==> config.mk <==
export PLATFORM = sky130hd
export DESIGN_NAME = reg_write_arbiter
export DESIGN_NICKNAME = d
export VERILOG_FILES = /design/src/rtl/reg_write_arbiter.sv
export SDC_FILE = /design/constraint.sdc
export NUM_CORES = 1
export LEC_CHECK = 0
export ABC_AREA = 0
export CAP_MARGIN = 10
export CORE_MARGIN = 8
export CORE_UTILIZATION = 39
export DETAILED_ROUTE_END_ITERATION = 7
export PLACE_DENSITY = 0.81
export SLEW_MARGIN = 15
export SYNTH_ARGS = -nofsm -noshare
export SYNTH_HDL_FRONTEND = slang
export SYNTH_SLANG_ARGS = --single-unit
==> constraint.sdc <==
create_clock -name clk -period 2.5 [get_ports clk]
set_input_delay 0.5 -clock clk [delete_from_list [all_inputs] [get_ports clk]]
set_output_delay 0.5 -clock clk [all_outputs]
set_load 0.01 [all_outputs]
==> src/rtl/reg_write_arbiter.sv <==
// Round-robin arbiter sharing the register file write port between the ALU
// and load writeback paths, with a pending-write scoreboard for decode stalls.
module reg_write_arbiter #(
    parameter int ADDR_WIDTH = 5,
    parameter int DATA_WIDTH = 64,
    parameter int NUM_REGS   = 32
) (
    input  logic                  clk,
    input  logic                  reset,
    input  logic                  alu_wr_valid,
    input  logic [ADDR_WIDTH-1:0] alu_wr_addr,
    input  logic [DATA_WIDTH-1:0] alu_wr_data,
    output logic                  alu_wr_ready,
    input  logic                  mem_wr_valid,
    input  logic [ADDR_WIDTH-1:0] mem_wr_addr,
    input  logic [DATA_WIDTH-1:0] mem_wr_data,
    output logic                  mem_wr_ready,
    input  logic                  issue_valid,
    input  logic [ADDR_WIDTH-1:0] issue_addr,
    output logic                  RegWrite,
    output logic [ADDR_WIDTH-1:0] write_reg_addr,
    output logic [DATA_WIDTH-1:0] write_reg_data,
    output logic [NUM_REGS-1:0]   busy_vec,
    output logic                  last_grant
);

    localparam logic GRANT_ALU = 1'b0;
    localparam logic GRANT_MEM = 1'b1;

    logic                  r_reg_write;
    logic [ADDR_WIDTH-1:0] r_wr_addr;
    logic [DATA_WIDTH-1:0] r_wr_data;
    logic [NUM_REGS-1:0]   r_busy;
    logic                  r_last_grant;

    logic                  w_alu_rdy;
    logic                  w_mem_rdy;
    logic                  w_acc;
    logic [ADDR_WIDTH-1:0] w_acc_addr;
    logic [DATA_WIDTH-1:0] w_acc_data;
    logic                  w_acc_nonzero;
    logic                  w_issue_set;

    // Clear of a retiring write is applied first so that a same-index issue
    // in the same cycle leaves the bit set for the newer instruction.
    function automatic logic [NUM_REGS-1:0] next_busy(
        input logic [NUM_REGS-1:0]   cur,
        input logic                  clr_en,
        input logic [ADDR_WIDTH-1:0] clr_addr,
        input logic                  set_en,
        input logic [ADDR_WIDTH-1:0] set_addr
    );
        logic [NUM_REGS-1:0] nxt;
        nxt = cur;
        if (clr_en) nxt[clr_addr] = 1'b0;
        if (set_en) nxt[set_addr] = 1'b1;
        nxt[0] = 1'b0;
        return nxt;
    endfunction

    // On conflict the requester opposite the last grant wins.
    always_comb begin
        w_alu_rdy = 1'b0;
        w_mem_rdy = 1'b0;
        if (!reset) begin
            if (alu_wr_valid && mem_wr_valid) begin
                w_alu_rdy = (r_last_grant == GRANT_MEM);
                w_mem_rdy = (r_last_grant == GRANT_ALU);
            end else begin
                w_alu_rdy = alu_wr_valid;
                w_mem_rdy = mem_wr_valid;
            end
        end
    end

    always_comb begin
        w_acc      = 1'b0;
        w_acc_addr = r_wr_addr;
        w_acc_data = r_wr_data;
        if (w_alu_rdy) begin
            w_acc      = 1'b1;
            w_acc_addr = alu_wr_addr;
            w_acc_data = alu_wr_data;
        end else if (w_mem_rdy) begin
            w_acc      = 1'b1;
            w_acc_addr = mem_wr_addr;
            w_acc_data = mem_wr_data;
        end
    end

    assign w_acc_nonzero = w_acc && (w_acc_addr != '0);
    assign w_issue_set   = issue_valid && (issue_addr != '0);

    always_ff @(posedge clk) begin
        if (reset) begin
            r_reg_write  <= 1'b0;
            r_wr_addr    <= '0;
            r_wr_data    <= '0;
            r_busy       <= '0;
            r_last_grant <= GRANT_MEM;
        end else begin
            r_reg_write <= w_acc_nonzero;
            if (w_acc) begin
                r_wr_addr    <= w_acc_addr;
                r_wr_data    <= w_acc_data;
                r_last_grant <= w_alu_rdy ? GRANT_ALU : GRANT_MEM;
            end
            r_busy <= next_busy(r_busy, w_acc_nonzero, w_acc_addr,
                                w_issue_set, issue_addr);
        end
    end

    assign alu_wr_ready   = w_alu_rdy;
    assign mem_wr_ready   = w_mem_rdy;
    assign RegWrite       = r_reg_write;
    assign write_reg_addr = r_wr_addr;
    assign write_reg_data = r_wr_data;
    assign busy_vec       = r_busy;
    assign last_grant     = r_last_grant;

endmodule

### After elaboration in Yosys (flattened, before gate mapping)

Cells that the tools add are included.

| operators by class | value |
|---|---|
| $lt $le $gt $ge | 4 |
| reduce and logical (&&, ||, !) cells | 9 |
| bitwise logic cells | 4 |
| multiplexer cells | 18 |

Operators with widths:

| operator | number |
|---|---|
| $mux W64 | 2 |
| $mux W32 | 3 |
| $and A32 B32 Y32 | 1 |
| $not A32 Y32 | 1 |
| $or A32 B32 Y32 | 1 |
| $lt A5 B6 Y1 const B | 2 |
| $demux W1 S5 | 2 |
| $ge A5 B1 Y1 const B | 2 |
| $mux W5 | 2 |
| $reduce_bool A5 Y1 | 2 |
| $mux W1 | 9 |
| $logic_and A1 B1 Y1 | 5 |
| $reduce_and A2 Y1 | 1 |
| $reduce_bool A2 Y1 | 1 |
| $not A1 Y1 | 1 |

| storage, ports and cells | value |
|---|---|
| bits of input ports | 148 |
| logic and storage cells | 41 |
| register bits | 103 |

### Logic depth before layout (Yosys ltp)

Gate-level depths: netlist (run 1).

| depth | value |
|---|---|
| depth after elaboration | 15 |
| depth in mapped cells | 9 |
| mapped depth without buffers | 6 |

### Worst setup path after synthesis (run 1)

Ideal clock, no wire load.

| timing | value |
|---|---|
| kind | input to register |
| start | input alu_wr_valid |
| end | register r_busy[30] (netlist: busy_vec[30]) |
| slack | 475 ps |
| data arrival time | 1892 ps |
| data required time | 2368 ps |
| library setup time | 132 ps |
| cell stages on the path | 7 |
| path buffers | 2 |
| cell sequence | buf_2 -> a21boi_4 -> a32oi_4 -> or3b_1 -> buf_2 -> nor4_1 -> o32ai_1 |

| between the ends | value |
|---|---|
| cells in the longest elaborated chain, start to end | 15 |

Ends and longest elaborated chain:

| item | RTL line | text |
|---|---|---|
| start: declaration | 10 | `input logic alu_wr_valid,` |
| $logic_and A1 B1 Y1 | 66 | `if (alu_wr_valid && mem_wr_valid) begin` |
| $mux W1 | 66 |  |
| $mux W1 | 65 | `if (!reset) begin` |
| $mux W5 | 84 | `end else if (w_mem_rdy) begin` |
| $mux W5 | 80 | `if (w_alu_rdy) begin` |
| $lt A5 B6 Y1 (implied by the code) / $ge A5 B1 Y1 (equally long branches) | 55 | `if (clr_en) nxt[clr_addr] = 1'b0;` |
| $logic_and A1 B1 Y1 (implied by the code) | 55 |  |
| $mux W1 (implied by the code) | 55 |  |
| $demux W1 S5 | 55 |  |
| $not A32 Y32 (no line) | -- |  |
| $and A32 B32 Y32 (no line) | -- |  |
| $mux W32 * | 55 |  |
| $mux W32 * | 95 | `if (reset) begin` |
| $or A32 B32 Y32 (no line) | -- |  |
| $mux W32 * | 56 | `if (set_en) nxt[set_addr] = 1'b1;` |
| end signal: assignment | 108 | `r_busy <= next_busy(r_busy, w_acc_nonzero, w_acc_addr,` |
| end: declaration | 33 | `logic [NUM_REGS-1:0] r_busy;` |

Mark *: on every way between the ends. The rest lies on a longest branch, timed or not. The select of a mux whose other input is x is not followed.
A chain may end at the register's enable or synchronous reset.

### Final worst setup path (run 1)

| timing | value |
|---|---|
| start | input mem_wr_valid |
| end | output mem_wr_ready |

| between the ends | value |
|---|---|
| cells in the longest elaborated chain, start to end | 3 |

Ends and longest elaborated chain:

| item | RTL line | text |
|---|---|---|
| start: declaration | 14 | `input logic mem_wr_valid,` |
| $logic_and A1 B1 Y1 | 66 |  |
| $mux W1 * | 66 |  |
| $mux W1 * | 65 |  |
| end: declaration | 17 | `output logic mem_wr_ready,` |

Mark *: on every way between the ends. The rest lies on a longest branch, timed or not.

==> impl_metrics.toml, run 1 <==
[place]
placed_area_um2 = 7370
port_buffers = 251
place_inst = 950
gp_congestion = 0.895
hpwl_um = 14600

[setup_path]
startpoint = "mem_wr_valid"
cp.required_ps = 2000
worstPathBufferInverterCount = 4
path_cells = "clkdlybuf4s50_1 > buf_4 > a21boi_4 > nand2_2 > inv_2 > dlygate4sd2_1"
setup.worst_path.start_class = "primary input"
worstSetupEndpointType = "output port"
cp_max_fo = 7
crit_family = "buffers and inverters"
critical_path_arrival_ps = 1810
critical_path_class = "primary input to output port"
r2r_setup_slack_ps = 430
reg2reg_from = "last_grant$_SDFFE_PP1P_"
max_stage_delay_ps = 450
crit_slowest_cell = "clkdlybuf4s50_1"

[power]
p_leak_nw = 2.81
p_per_area_nw_per_um2 = 532
ir_drop_mv = 0.354

[layout]
stdcell_count = 966
utilization_pct = 66.5
multi_input_area_um2 = 2290
fillers = 939
area.sequential_um2 = 2040
drive_gt1_share_pct = 7.53
fin_area_um2 = 7630
nets = 966
n_antenna_cell = 0
synthToLayoutAreaGrowth_pct = 65.7

[floorplan]
core_area_um2 = 11500
die_w_um = 125
rows = 39
die_area_um2 = 15500
ios = 253
dieHeight_um = 125
initial_core_util_pct = 40.1

[clock_network]
htreeDepth = 3
cts_num_sinks = 102
clockBufferDepth = 2
clk_pin_slew_ps = 70
post_cts_buffers = 0
root_buffer = "clkbuf_16"
clock_latency_ps = 340
numCtsBuffers = 9
cts_hold_buf = 0
cts_tree = "built"
cts_resized = 2

[global_routing]
grt_pass1_wl_um = 29000
antenna_found_initial = 0
grt_usage_pct = 23.0
grt_max_degree = 69
grt-ovfl-total = 0
grt_pass1_vias = 5311

[yosys]
ys_warn_count = 0
synth_flop_cell = "dfxtp_1"
synth-async-reset-ratio_pct = 0
ys_seq_area_share_pct = 44.4
yosys-top-cells-area = "dfxtp_1, a311oi_1, nand2_1"
synth_cell_type_count = 45
yosysTopAreaCell = "dfxtp_1"
synth.avg_cell_area_um2 = 8.05
synthesis.area_um2 = 4600
synth_edf_count = 0
synth_seq_cells = 102
synth_top_area_share_pct = 44.4
ys_top_cells_by_count = "nand2_1, dfxtp_1, nor2_1"
synth_nets = 720
synthCells = 572
synth.most_common_cell = "nand2_1"

[min_path]
worst_hold_path_type = "register to register"
worstHoldStart = "write_reg_addr[0]$_SDFFE_PP0P_"

[route]
ant_nets = 0
vias = 5388
drc_errors = 0
vias_per_cell = 5.58
firstDrtPassIters = 5
wl_per_cell_um = 19.5
drt_iter0_drc = 409
routed_wl_um = 18800

[sta]
finalHoldViolCount = 0
fin_crit_ps = 2310
slew_viol_final = 0
rsz0062_at_grt = "false"
hold_slack_ps = 463
period_share_pct = 92.4
setup_viol = 0
fmaxAchievable_mhz = 433
slew_headroom_pct = 52.8
skew_ps = 6.42
worst_slew_pin_slew_ps = 707

[job]
cap_violations = 0

[outcome]
outcome = "finished clean"
[layout make-up]
cell class | instances | share of cell area [%]
Tap cell | 143 | 2.35
Multi-Input combinational cell | 401 | 30.1
Clock inverter | 1 | 0.0656
Sequential cell | 102 | 26.8
Inverter | 17 | 0.837
Timing Repair Buffer | 287 | 36.5
Clock buffer | 15 | 3.38
[metrics by stage]
step / power [mW] / TNS (ps) / setup slack, ps
2_1_floorplan: 2.21 / 0 / 475
3_3_place_gp: 2.78 / -325 / -61.2
3_5_place_dp: 2.81 / -2660 / -150
4_1_cts: 4.09 / 0 / 184
5_1_grt: 4.23 / 0 / 105
6_report: 4.06 / 0 / 190
[registers in the layout, indices dropped and copies added, names as in the netlist]
signal / count
busy_vec: 31
write_reg_data: 64
RegWrite: 1
write_reg_addr: 5
last_grant: 1
[power breakdown]
part           internal, mW  total [mW]  switching [mW]
combinational         0.542        1.00           0.460
clock                 0.704        1.28           0.575
sequential             1.72        1.78          0.0536
total                  2.97        4.06            1.09
[routing by layer]
| layer | GRT usage, % | wire length (um) | up-vias |
|---|---|---|---|
| li1 | - | - | 2551 |
| met1 | 25.4 | 7350 | 2535 |
| met2 | 40.6 | 9510 | 269 |
| met3 | 5.49 | 1470 | 33 |
| met4 | 10.7 | 516 | 0 |
| met5 | 0 | 0 | - |
[layout by cell type, fill, tap and decap left out, types with 2 or more instances in the layout]
cell type / netlist / routed
or2_2: 2 / 2
a22oi_1: 2 / 2
o21ai_1: 2 / 2
clkdlybuf4s50_1: 0 / 248
nor3b_1: 2 / 2
o32a_1: 2 / 2
nand2_1: 138 / 138
buf_4: 2 / 35
a32o_1: 13 / 13
a311oi_1: 64 / 64
nor4_1: 12 / 12
o21a_1: 4 / 4
a21oi_1: 9 / 9
nand2b_1: 4 / 4
nor3_1: 7 / 7
and2_1: 2 / 2
clkbuf_16: 0 / 9
nand4_1: 13 / 13
dlygate4sd2_1: 0 / 2
nand3_1: 6 / 5
o21ai_0: 4 / 4
dfxtp_1: 102 / 102
inv_2: 2 / 2
nor2b_1: 4 / 4
nor2_1: 80 / 80
clkbuf_1: 33 / 5
inv_1: 15 / 15
o32ai_1: 13 / 13
[cells by family (layout without fill, tap and decap cells)]
kind of cell           after synthesis  in the layout  synth area share, %
AND/OR/NAND/NOR                    276            276                 25.8
AO/OA/AOI/OAI                      124            124                 23.7
flip-flops                         102            102                 44.4
buffers and inverters               69            320                 6.09
other                                1              1               0.0815
[final timing paths]
kind | depth (start not counted) | endpoint
worst min-delay path | 2 | write_reg_addr[0]$_SDFFE_PP0P_
worst min register to register | 2 | write_reg_addr[0]$_SDFFE_PP0P_
worst max register to register | 6 | write_reg_data[16]$_SDFFE_PP0P_
worst max-delay path | 6 | mem_wr_ready
[worst reg2reg max path, stage by stage (launching register included)]
cell	delay [ps]
dfxtp_1	520
nand2b_4	230
nand3_2	90
inv_2	130
buf_4	470
nand2_1	160
a311oi_1	360
No activity file was read; power rests on OpenSTA's default activity.
==> run 2, diff against run 1 <==
--- a/config.mk
+++ b/config.mk
@@ -7,8 +7,9 @@
 export LEC_CHECK = 0
 export ABC_AREA = 0
 export CAP_MARGIN = 10
-export CORE_MARGIN = 8
+export CORE_MARGIN = 4
 export CORE_UTILIZATION = 39
+export CTS_CLUSTER_DIAMETER = 30
 export DETAILED_ROUTE_END_ITERATION = 7
 export PLACE_DENSITY = 0.81
 export SLEW_MARGIN = 15
==> run 2 against run 1 <==
Effect of this change: combinational power is essentially flat; clock skew shrank 1.2 ps; final cell count down 0.21%; global-route usage increased by 1.5 points.
==> impl_metrics.toml, run 2 (synthesis gave the netlist of run 1 again) <==
[global_routing]
grt-ovfl-total = 0
antenna_found_initial = 0
grt_max_degree = 129
grt_pass1_wl_um = 26500
grt_pass1_vias = 5107
grt_usage_pct = 24.4

[layout]
area.sequential_um2 = 2040
nets = 964
drive_gt1_share_pct = 8.04
multi_input_area_um2 = 2300
fillers = 942
stdcell_count = 964
largest_reg_flops = 64
layout_common_cells = "clkdlybuf4s50_1, nand2_1, dfxtp_1, nor2_1, a311oi_1"
synthToLayoutAreaGrowth_pct = 67.0
fin_area_um2 = 7690
n_antenna_cell = 0
final_common_cell = "clkdlybuf4s50_1"

[sta]
slew_viol_final = 0
fin_crit_ps = 2330
hold_slack_ps = 439
setup_viol = 0
skew_ps = 5.27
finalHoldViolCount = 0
slew_headroom_pct = 53.5
period_share_pct = 93.1
fmaxAchievable_mhz = 430
worst_slew_pin_slew_ps = 698
rsz0062_at_grt = "false"

[clock_network]
cts_tree = "built"
htreeDepth = 3
cts_num_sinks = 102
clockBufferDepth = 2
root_buffer = "clkbuf_16"
clk_pin_slew_ps = 70
numCtsBuffers = 9
clock_latency_ps = 350

[power]
combPwrFrac_pct = 23.8
power_switching_share_pct = 27.4
p_leak_nw = 2.85
ir_drop_mv = 0.418
p_int_mw = 3.05
p_per_area_nw_per_um2 = 547
power_mw = 4.20
power.share.clock_pct = 33.9
switching_power_mw = 1.15
seqPwrFrac_pct = 42.3

[place]
placed_area_um2 = 7370
place_inst = 947
gp_congestion = 0.903
hpwl_um = 12700
port_buffers = 251

[floorplan]
dieHeight_um = 117
ios = 253
die_area_um2 = 13600
initial_core_util_pct = 40.1
die_w_um = 117
rows = 39
core_area_um2 = 11500

[route]
routed_wl_um = 17300
wl_per_cell_um = 18.0
drt_iter0_drc = 472
firstDrtPassIters = 5
vias = 5339
ant_nets = 0
vias_per_cell = 5.54
drc_errors = 0

[setup_path]
max_stage_delay_ps = 540
cp_max_fo = 10
path_cells = "clkdlybuf4s50_1 > buf_4 > a21boi_4 > buf_4 > a32oi_4 > or3b_1 > nor4_1 > o32ai_1"
cp.required_ps = 2720
crit_slowest_cell = "or3b_1"
critical_path_class = "primary input to register"
cp_common_cell = "buf_4"
worstSetupEndpointType = "register"
setup.worst_path.start_class = "primary input"
critical_path_arrival_ps = 2540

[job]
cap_violations = 0

[min_path]
worst_hold_path_type = "primary input to register"

[outcome]
outcome = "finished clean"
==> run 2: timing repair <==
item / in CTS / in global routing
setup buffers: 1 / 0
setup endpoints to repair: 1 / 3
pin swaps: 0 / 0
hold buffers: 0 / 0
resized for setup: 1 / 3
==> run 2: layout make-up <==
type,count,area share (%)
Tap cell,143,2.33
Multi-Input combinational cell,401,29.9
Timing Repair Buffer,285,36.5
Inverter,17,0.830
Clock inverter,7,0.960
Sequential cell,102,26.6
Clock buffer,9,2.93
==> run 2: worst paths after layout <==
kind,startpoint,to,slack (ps),cells past startpoint
min,reset,write_reg_addr[4]$_SDFFE_PP0P_,440,2
min reg2reg,write_reg_addr[0]$_SDFFE_PP0P_,write_reg_addr[0]$_SDFFE_PP0P_,480,2
max reg2reg,last_grant$_SDFFE_PP1P_,write_reg_data[22]$_SDFFE_PP0P_,350,6
max,alu_wr_valid,busy_vec[14]$_SDFF_PP0_,170,8
==> run 2: layer usage <==
| metal | share of wire [%] | up-vias | GRT usage [%] |
|---|---|---|---|
| li1 | - | 2549 | - |
| met1 | 39 | 2479 | 29.7 |
| met2 | 48 | 257 | 40.8 |
| met3 | 8.2 | 54 | 5.39 |
| met4 | 4.2 | 0 | 12.0 |
| met5 | 0 | - | 0 |
==> run 2: critical path: cells and delay by family <==
kind	cells	cell delay, ps
AO/OA/AOI/OAI	3	350
buffers and inverters	3	810
AND/OR/NAND/NOR	2	870
==> run 2: stage by stage <==
stage          TNS (ps)  utilization [%]  worst slack, ps
2_1_floorplan         0                -              475
3_3_place_gp       -130             64.3            -66.4
3_5_place_dp      -1570             64.3             -104
4_1_cts               0             66.9             2.86
5_1_grt               0             67.0             63.0
6_report              0             67.0              173
==> run 2: power groups by stage <==
stage | Combinational [mW] | Clock [mW] | Sequential [mW]
floorplan | 0.356 | 0 | 1.85
global placement | 0.970 | 0 | 1.81
detailed placement | 0.986 | 0 | 1.82
CTS | 0.997 | 1.45 | 1.78
global route | 1.08 | 1.50 | 1.79
finish | 0.999 | 1.43 | 1.78
==> edit: new RTL, flow settings as in run 2 <==
Set the parameter `DATA_WIDTH` to 96 (it was 64).
--- a/src/rtl/reg_write_arbiter.sv
+++ b/src/rtl/reg_write_arbiter.sv
@@ -2,7 +2,7 @@
 // and load writeback paths, with a pending-write scoreboard for decode stalls.
 module reg_write_arbiter #(
     parameter int ADDR_WIDTH = 5,
-    parameter int DATA_WIDTH = 64,
+    parameter int DATA_WIDTH = 96,
     parameter int NUM_REGS   = 32
 ) (
     input  logic                  clk,
Interface: changed (resized alu_wr_data, mem_wr_data and write_reg_data); port bits go from 253 to 349. No check against the original RTL was run, so the function may have changed too.
==> edit against run 2 <==
  * Sequential cell count is 32 higher
  * Critical path type unchanged
  * Cell area grew 33%
  * Largest cell class unchanged
  * Critical path depth is 1 lower
  * Synthesized area grew 21%
  * Clock skew is 0.0045 ns higher
  * Power up 55%
  * Setup slack lost 0.080 ns
  * Maximum frequency shrank 3.3%
  * Wire length is 34% higher
  * Clock power rose by 100%
==> edit: results (changes against run 2) <==
{| class="wikitable"
! Metric !! Value
|-
| Number of instances in the synthesized netlist || 723 (+26%)
|-
| Worst path top cell family by delay || compound AO/OA/AOI/OAI gates
|-
| Setup WS pre-CTS || -0.313 ns (-0.209 ns)
|-
| # Post-CTS Setup Buffers || 0 (-1)
|-
| Data arrival time of the critical path || 2.71 ns (+0.17 ns)
|-
| Number of buffers added by the clock tree synthesis step || 17 (+8)
|-
| Mean number of vias per cell || 5.32 (-4.0%)
|-
| Max clock buf depth || 2 (unchanged)
|-
| Count of different cell masters after synthesis || 43 (-4.4%)
|-
| Total length of routed met3 wires || 2080 um (+46%)
|-
| Met1 WL || 8870 um (+30%)
|-
| Number of global-route vias before repair || 6512 (+28%)
|-
| Critical Path Source || mem_wr_valid
|-
| M2 GR Usage || 46.1% (+5.2 points)
|-
| Static power due to leakage || 0.00395 uW (+39%)
|-
| Fraction of final layout cells with drive strength greater than 1 || 8.70% (+0.66 points)
|-
| Clock latency at the later pin of the worst-skew pair || 0.42 ns (+0.07 ns)
|-
| Cell types with the highest counts after synthesis || 201 x sky130_fd_sc_hd__nor2_1, 134 x sky130_fd_sc_hd__dfxtp_1, 103 x sky130_fd_sc_hd__o21ai_0
|-
| Path category of the worst min-delay check || reg -> reg
|-
| Area added between synthesis and finish || 83.7%
|-
| Largest register FFs || 96 (+50%)
|-
| Complex-gate fraction of the synthesized area || 17.7% (-6.0 points)
|-
| Largest net degree at the start of global routing || 69 (-47%)
|-
| Total nets after synthesis || 935 (+30%)
|-
| Number of H-tree levels || 4 (+1)
|-
| Hold_ws || 0.459 ns (+0.0192 ns)
|-
| Critical hold path startpoint || write_reg_addr[1]$_SDFFE_PP0P_
|-
| Overall track demand over capacity in global routing || 27.1% (+2.7 points)
|-
| Flop2flop setup slack || 0.19 ns (-0.16 ns)
|-
| Worst IR Drop VDD || 427 uV (+2.2%)
|-
| DR iter-0 viols || 505 (+7.0%)
|-
| Sequential-to-total area share from yosys stat || 48.3% (+3.9 points)
|-
| Setup crit end || busy_vec[31]$_SDFF_PP0_
|-
| Clock skew after layout || 0.00981 ns (+0.00454 ns)
|-
| Post-place instance area || 0.00952 mm2 (+29%)
|-
| WL final || 23200 um (+34%)
|-
| Number of cells on the worst reg-to-reg path || 5 (-1)
|-
| Wire length of the first global-routing pass || 34700 um (+31%)
|-
| Actual slew at the worst max-slew pin || 0.775 ns (+0.0776 ns)
|-
| Number of inserted filler cells in the final layout || 1059 (+12%)
|-
| Number of I/O port buffers || 347 (+38%)
|-
| Worst Hold End || write_reg_addr[1]$_SDFFE_PP0P_
|-
| Critical path fanouts, max || 6 (-4)
|-
| Maximum clock frequency || 0.415 GHz (-3.3%)
|-
| Slowest cell on the critical path || sky130_fd_sc_hd__or4_1
|-
| Run status || finished, final reports clean
|}
-- edit: cell types whose count changed after synthesis, sizes merged, moves of 13 or more --
cell	delta
a311oi	-64
buf	-13
clkbuf	+14
dfxtp	+32
inv	-14
nand2	-110
nor2	+121
nor3	+92
o21ai	+97
-- edit: report_power, final --
group | switching, uW | internal, uW
clock network | 949 | 1950
registers | 74.8 | 2280
logic | 538 | 728
-- edit: logic make-up (layout without fill, tap and decap cells) --
| family | count (synthesis) | count (layout) |
|---|---|---|
| simple gates | 375 | 375 |
| compound gates | 156 | 156 |
| flops | 134 | 134 |
| buf+inv | 57 | 438 |
| other cells | 1 | 1 |
-- edit: cell type report --
cell class                 count  share of cell area [%]
inverter                       4                   0.159
clock buffer                  20                    4.57
timing repair buffer         402                    38.3
clock inverter                12                    2.18
multi-input combinational    532                    26.4
tap                          180                    2.21
sequential                   134                    26.3
-- edit: timing repair --
item | 4_1_cts | 5_1_grt
hold buffers | 0 | 0
setup endpoints to repair | 2 | 0
resized for setup | 3 | 0
